**src/rtl/psk_fir_pkg.sv**
```systemverilog
// Shared definitions for the PSK pulse-shaping FIR path: loader state encoding
// and a ceil-log2 helper for sizing index buses in parameterised blocks.
package psk_fir_pkg;

  localparam logic [1:0] ST_IDLE  = 2'd0;
  localparam logic [1:0] ST_LOAD  = 2'd1;
  localparam logic [1:0] ST_ARMED = 2'd2;

  typedef enum logic [1:0] {
    S_IDLE  = ST_IDLE,
    S_LOAD  = ST_LOAD,
    S_ARMED = ST_ARMED
  } load_state_t;

  function automatic int clog2(input int n);
    int r;
    r = 0;
    while ((1 << r) < n) r++;
    return r;
  endfunction

endpackage

```
**src/rtl/coeff_bank.sv**
```systemverilog
// Shadow/active coefficient storage: indexed shadow write, single-edge copy of the
// whole shadow bank into the active bank, which drives the flat output bus directly.
module coeff_bank #(
  parameter int COEFF_W     = 16,
  parameter int FILTER_TAPS = 4,
  parameter int IDX_W       = 2
) (
  input  logic                           clk,
  input  logic                           rst,
  input  logic                           i_wr_en,
  input  logic [IDX_W-1:0]               i_wr_idx,
  input  logic [COEFF_W-1:0]             i_wr_dat,
  input  logic                           i_commit,
  output logic [FILTER_TAPS*COEFF_W-1:0] o_active
);

  logic [COEFF_W-1:0]             r_shadow [FILTER_TAPS];
  logic [FILTER_TAPS*COEFF_W-1:0] r_active;

  always_ff @(posedge clk) begin
    if (!rst) begin
      for (int i = 0; i < FILTER_TAPS; i++) r_shadow[i] <= '0;
    end else if (i_wr_en) begin
      for (int i = 0; i < FILTER_TAPS; i++)
        if (i_wr_idx == IDX_W'(i)) r_shadow[i] <= i_wr_dat;
    end
  end

  // Never written in the same cycle as the shadow: commit only happens from ARMED.
  always_ff @(posedge clk) begin
    if (!rst) begin
      r_active <= '0;
    end else if (i_commit) begin
      for (int i = 0; i < FILTER_TAPS; i++)
        r_active[i*COEFF_W +: COEFF_W] <= r_shadow[i];
    end
  end

  assign o_active = r_active;

endmodule

```
**src/rtl/fir_coeff_loader.sv**
```systemverilog
// Streams FIR taps into a shadow bank and commits them atomically on a sample_en boundary.
// Optional registered tap readback port when FIR_COEFF_READBACK_EN is defined.
module fir_coeff_loader
  import psk_fir_pkg::*;
#(
  parameter  int COEFF_W     = 16,
  parameter  int FILTER_TAPS = 4,
  localparam int IDX_W       = (clog2(FILTER_TAPS) < 1) ? 1 : clog2(FILTER_TAPS)
) (
  input  logic                           clk,
  input  logic                           rst,
  input  logic                           cfg_start,
  input  logic [COEFF_W-1:0]             cfg_data,
  input  logic                           cfg_valid,
  output logic                           cfg_ready,
  input  logic                           sample_en,
  output logic [FILTER_TAPS*COEFF_W-1:0] coeff_vector,
  output logic                           busy,
  output logic                           load_done,
  output logic                           load_abort
`ifdef FIR_COEFF_READBACK_EN
  ,
  input  logic [IDX_W-1:0]               rd_addr,
  output logic [COEFF_W-1:0]             rd_data
`endif
);

  load_state_t      r_state;
  load_state_t      w_state_nxt;
  logic [IDX_W-1:0] r_idx;
  logic             r_done;
  logic             r_abort;
  logic             w_accept;
  logic             w_commit;
  logic             w_restart;
  logic             w_last;

  assign w_last = (r_idx == IDX_W'(FILTER_TAPS - 1));

  always_ff @(posedge clk) begin
    if (!rst) r_state <= S_IDLE;
    else      r_state <= w_state_nxt;
  end

  // A restart outranks both a word handshake and a commit in the same cycle.
  always_comb begin
    w_state_nxt = r_state;
    w_accept    = 1'b0;
    w_commit    = 1'b0;
    w_restart   = 1'b0;
    case (r_state)
      S_IDLE: begin
        if (cfg_start) w_state_nxt = S_LOAD;
      end
      S_LOAD: begin
        if (cfg_start) begin
          w_restart = 1'b1;
        end else if (cfg_valid) begin
          w_accept = 1'b1;
          if (w_last) w_state_nxt = S_ARMED;
        end
      end
      S_ARMED: begin
        if (cfg_start) begin
          w_restart   = 1'b1;
          w_state_nxt = S_LOAD;
        end else if (sample_en) begin
          w_commit    = 1'b1;
          w_state_nxt = S_IDLE;
        end
      end
      default: w_state_nxt = S_IDLE;
    endcase
  end

  always_ff @(posedge clk) begin
    if (!rst) begin
      r_idx   <= '0;
      r_done  <= 1'b0;
      r_abort <= 1'b0;
    end else begin
      r_done <= w_commit;
      if (cfg_start)     r_idx <= '0;
      else if (w_accept) r_idx <= w_last ? '0 : r_idx + 1'b1;
      if (w_restart)     r_abort <= 1'b1;
      else if (w_commit) r_abort <= 1'b0;
    end
  end

  coeff_bank #(
    .COEFF_W     (COEFF_W),
    .FILTER_TAPS (FILTER_TAPS),
    .IDX_W       (IDX_W)
  ) u_bank (
    .clk      (clk),
    .rst      (rst),
    .i_wr_en  (w_accept),
    .i_wr_idx (r_idx),
    .i_wr_dat (cfg_data),
    .i_commit (w_commit),
    .o_active (coeff_vector)
  );

  assign cfg_ready  = (r_state == S_LOAD);
  assign busy       = (r_state != S_IDLE);
  assign load_done  = r_done;
  assign load_abort = r_abort;

`ifdef FIR_COEFF_READBACK_EN
  logic [COEFF_W-1:0] w_rd_mux;
  logic [COEFF_W-1:0] r_rd_data;

  // Addresses past the last tap match no entry and read back as zero.
  always_comb begin
    w_rd_mux = '0;
    for (int i = 0; i < FILTER_TAPS; i++)
      if (rd_addr == IDX_W'(i)) w_rd_mux = coeff_vector[i*COEFF_W +: COEFF_W];
  end

  always_ff @(posedge clk) begin
    if (!rst) r_rd_data <= '0;
    else      r_rd_data <= w_rd_mux;
  end

  assign rd_data = r_rd_data;
`endif

endmodule

```
**config.mk**
```make
export PLATFORM = sky130hd
export DESIGN_NAME = fir_coeff_loader
export DESIGN_NICKNAME = d
export VERILOG_FILES = /design/src/rtl/psk_fir_pkg.sv /design/src/rtl/coeff_bank.sv /design/src/rtl/fir_coeff_loader.sv
export SDC_FILE = /design/constraint.sdc
export NUM_CORES = 1
export LEC_CHECK = 0
export ABC_AREA = 1
export BUFFER_PORTS_ARGS = -buffer_cell sky130_fd_sc_hd__buf_2
export CORE_MARGIN = 5
export CORE_UTILIZATION = 45
export DETAILED_ROUTE_END_ITERATION = 12
export PLACE_DENSITY = 0.75
export SYNTH_ARGS = -nofsm -noshare
export SYNTH_HDL_FRONTEND = slang
export SYNTH_SLANG_ARGS = --single-unit
```
**constraint.sdc**
```tcl
create_clock -name clk -period 2.5 [get_ports clk]
set_input_delay 0.375 -clock clk [delete_from_list [all_inputs] [get_ports clk]]
set_output_delay 0.375 -clock clk [all_outputs]
set_load 0.05 [all_outputs]
```
# ---- Yosys cells after proc, flatten, opt, wreduce, memory -nomap -nowiden
# Memories as Yosys holds them, arrays and structs flattened. A register that Yosys moved wholly into a read port is not among the register bits.
# Cells that the tools add are included.
dict set report classes {
  n_addsub 1
  mul 0
  n_div 0
  order_cmp 0
  n_eq_ne 10
  n_shift 0
  mux 39
  bitwise 5
  reduce_logical 11
}
# cell n
set op_table {}
lappend op_table {{$mux W16} 4}
lappend op_table {{$mux W1} 27}
lappend op_table {{$mux W2} 7}
lappend op_table {{$eq A2 B2 Y1 const B} 3}
lappend op_table {{$ne A2 B2 Y1 const B} 3}
lappend op_table {{$pmux W2 S3} 1}
lappend op_table {{$reduce_and A5 Y1} 1}
lappend op_table {{$eq A2 B1 Y1 const B} 2}
lappend op_table {{$logic_not A1 Y1} 4}
lappend op_table {{$logic_not A2 Y1} 2}
lappend op_table {{$or A1 B1 Y1} 4}
lappend op_table {{$reduce_bool A2 Y1} 2}
lappend op_table {{$reduce_or A2 Y1} 2}
lappend op_table {{$ne A3 B3 Y1 const B} 1}
lappend op_table {{$add A2 B1 Y2 const B} 1}
lappend op_table {{$ne A2 B1 Y1 const B} 1}
lappend op_table {{$not A1 Y1} 1}
dict set report word_totals {
  ff_bits 6
  latch_bits 0
  mem_bits_rw 64
  mem_bits_ro 0
  inputBits 21
  mem_count 1
}
# name depth width read_ports rd_ports_with_merged_regs write_ports line_no
set memory_table {}
lappend memory_table {u_bank.r_shadow 4 16 4 4 4 coeff_bank.sv:17} ;# logic [COEFF_W-1:0] r_shadow [FILTER_TAPS];

# ---- Logic depth before layout (Yosys ltp)
dict set report logic_depth {
  depth_word 7
  ltp_mapped 9
  depth_no_buf 9
}

# ---- Modules after synthesis
# Synthesis repeated with hierarchy kept, for this count alone.
dict set report unflattened {
  cells_unflattened 501
  hier_area_um2 4986.0
}
# module n_inst cells_per_inst area_per_inst_um2 seq_area_each_um2
set by_module_without_submodules {}
lappend by_module_without_submodules {coeff_bank 1 442 4591.9 3203.1}
lappend by_module_without_submodules {fir_coeff_loader 1 59 394.1 120.1}

# ---- Worst setup path after synthesis
# Ideal clock, no wire load.
dict set report synth_timing {
  path_type {register to register}
  from {register r_state[1]}
  to {memory u_bank.r_shadow[3][0] (enable)}
  setup_time_ps 411
  arrival_ps 1886
  setup_slack_ps 203
  path_stages_with_launch 5
  path_buffers 0
  period_less_slack_ps 2297
  path_cell_list {dfxtp_1 > inv_1 > ha_1 > nand2_1 > o21ai_0}
}
# element line_no
set synth_lines {}
lappend synth_lines {{start: declaration} fir_coeff_loader.sv:28} ;# load_state_t r_state;
lappend synth_lines {{start signal: assignment} fir_coeff_loader.sv:42} ;# else r_state <= w_state_nxt;
lappend synth_lines {{end: declaration} coeff_bank.sv:17}

# ---- Worst setup path after layout
dict set report layout_timing {
  from {register r_state[0]}
  to {output busy}
}
dict set report layout_between {
  elab_chain_len 1
}
# element line_no
set layout_lines {}
lappend layout_lines {{$reduce_bool A2 Y1} fir_coeff_loader.sv:105} ;# assign busy = (r_state != S_IDLE);
lappend layout_lines {{end: declaration} fir_coeff_loader.sv:18} ;# output logic busy,
# No other way between the ends.

==> reports/qor.yml <==
outcome:
  status: "finished, final reports clean"
final_layout:
  fin_nets: 618
  fillers: 948
  drive_above_1_share_pct: 21.0
  final_area_sq_um: 6150
  regArea_sq_um: 3320
  post-route-util_pct: 56.5
  num_antenna_cells: 0
  area_growth_pct: 22.4
  multi_input_comb_area_sq_um: 1210
  layoutNonFillerInstCount: 741
setup_path:
  path_cells: "inv_1 > ha_1 > inv_1 > buf_2"
  cp.arrival_ns: 1.61
  cp.required_ns: 2.12
  crit_top_cell: "inv_1"
  crit_start: "r_state[0]$_SDFFE_PN0P_"
  end_kind: "output pin"
  crit_type: "flip-flop to output pin"
  slowest_delay_ns: 0.40
  rr_startpoint: "r_state[1]$_SDFFE_PN0P_"
  crit_fanout: 4
  slowest_stage: "dfxtp_1"
  crit_path_start_kind: "flip-flop"
synthesis:
  synth_enable_flop_cells: 64
  ys.flop_type: "dfxtp_1"
  yosysTopAreaCellShare_pct: 38.2
  synth_seq_cells: 134
  synth_nets: 531
  synth_area_leaders: "edfxtp_1 (38%), dfxtp_1 (28%), inv_1 (6.9%)"
  synth_cell_types: 17
  netlist_instances: 501
  synth_top_cell_by_area: "edfxtp_1"
  synth_seq_area_share_pct: 66.1
  synth_area_sq_um: 5030
  avgSynthCellArea_sq_um: 10.0
  async_reset_ff_share_pct: 0
  yosys_warnings: 0
timing:
  final-hold-violation-count: 0
  finalCritPeriodShare_pct: 79.4
  worst_pin_slew_ns: 0.707
  holdWs_ns: 0.188
  relSlewSlack_pct: 52.8
  clock.fmax_mhz: 504
  rsz0062_at_grt: "no"
  worst_slack_ns: 0.515
  finalSetupViolations: 0
  slew_viol_final: 0
  fin_tns_setup_ns: 0
  period_needed_ns: 1.98
  finClkSkew_ns: 0.00624
power_and_ir_drop:
  swShare_pct: 30.7
  p_per_area_nw_per_um2: 1040
  p_sw_mw: 1.96
  power.leakage_nw: 2.64
  p_int_mw: 4.43
  p_seq_share_pct: 40.8
  peakVddDrop_v: 0.000714
  clkPwrFrac_pct: 39.8
  power_mw: 6.39
  pwr-share-comb_pct: 19.5
clock_network:
  ctsResizeCount: 0
  cts_tree: "yes"
  cts_buffers: 17
  root_buffer: "clkbuf_8"
  cts_setup_buffers: 0
  clock_tree.buffer_depth: 2
  htreeDepth: 4
  clk_pin_slew_ns: 0.06
  cts.sinks: 134
  clk_latency_ns: 0.52
  cts.hold.buffers_added: 0
hold_path:
  worstHoldStart: "cfg_start"
  holdCritPathClass: "input pin to flip-flop"
global_route:
  antenna_found_initial: 0
  grt_pass1_wl_microns: 17900
  grt_max_degree: 45
  track_usage_pct: 17.6
  grt_overflow: 0
  first_global_vias: 3616
routing:
  wl_met1_microns: 4690
  wl_met2_microns: 5230
  dr.pass1.iters: 5
  wl_microns: 11100
  post-route-drc-count: 0
  via_count: 3643
  vias_per_cell: 4.92
  drt_iter0_drc: 378
  routed-wl-met3_microns: 920
  maxUsedRoutingLayer: "met4"
  wl_per_cell_microns: 14.9
  ant_nets: 0
die:
  rows: 38
  die_width_microns: 116
  core_sq_um: 10900
  die_area_sq_um: 13400
  start_util_pct: 46.2
  die-height_microns: 116
  ioPinCount: 89
place:
  port_buffers: 88
  pre_cts_ws_ns: 0.602
  hpwl_microns: 7650
  dpl_cell_area_sq_um: 5540
  place.gp.congestion: 0.881
  dpl.cell_count: 709
run:
  drv_cap: 0
## worst max-delay path: cells and delay by family (launching register included)
kind / cells / cell delay [ns]
adder cells (fa/ha/maj): 1 / 0.24
flip-flops: 1 / 0.40
buffers and inverters: 3 / 0.45
## synth_stat cells (2+ instances only)
library cell,number
nand2_1,24
nor2_1,73
buf_6,5
nand3_1,7
dfxtp_1,70
o21ai_1,34
ha_1,9
inv_1,93
o21ai_0,31
a211oi_1,2
edfxtp_1,64
clkbuf_1,7
a21oi_1,65
buf_2,14
## power groups by stage
stage	Clock, mW	Combinational [mW]	Sequential, mW
finish	2.54	1.24	2.60
global route	2.69	1.36	2.63
CTS	2.58	1.25	2.60
detailed placement	0	1.25	2.65
global placement	0	1.21	2.64
floorplan	0	0.512	3.09
## cell usage in the layout, fill, tap and decap left out, types with 16 or more instances in the layout
cell / n
nor2_1: 73
o21ai_1: 35
clkbuf_16: 16
a21oi_1: 65
inv_1: 93
o21ai_0: 30
dfxtp_1: 70
edfxtp_1: 64
nand2_1: 24
buf_2: 88
## metal layers
metal  vias to the layer above  global-route usage [%]
met5                         -                       0
met4                         0                    7.19
met3                        20                    6.01
met2                       136                    27.3
met1                      1695                    22.7
li1                       1792                       -
## path summary, 6_finish.rpt
kind	depth (start not counted)	slack [ns]	end
setup / recovery	4	0.52	busy
hold / removal	3	0.19	load_abort$_SDFFE_PN0P_
setup reg to reg	6	0.57	u_bank.r_shadow[1][6]$_SDFFCE_PN0P_
hold reg to reg	2	0.44	u_bank.o_active[22]$_SDFFE_PN0P_
## area by class of cell
cell class | instances | area share [%]
sequential | 134 | 54.0
clock buffer | 19 | 7.02
clock inverter | 13 | 2.89
multi-input combinational | 247 | 19.6
inverter | 94 | 5.74
timing repair buffer | 94 | 7.89
tap | 140 | 2.85
## kinds of logic after synthesis
family / count (synthesis) / synth area share [%]
flip-flops: 134 / 66.1
AO/OA/AOI/OAI: 132 / 13.2
buffers and inverters: 120 / 10.1
AND/OR/NAND/NOR: 106 / 8.36
adder cells (fa/ha/maj): 9 / 2.24
## registers in the layout, indices dropped and copies added, names as in the netlist
name	cells
load_done	1
u_bank.r_shadow	64
load_abort	1
r_idx	2
r_state	2
u_bank.o_active	64
(Power assumes the default switching activity.)
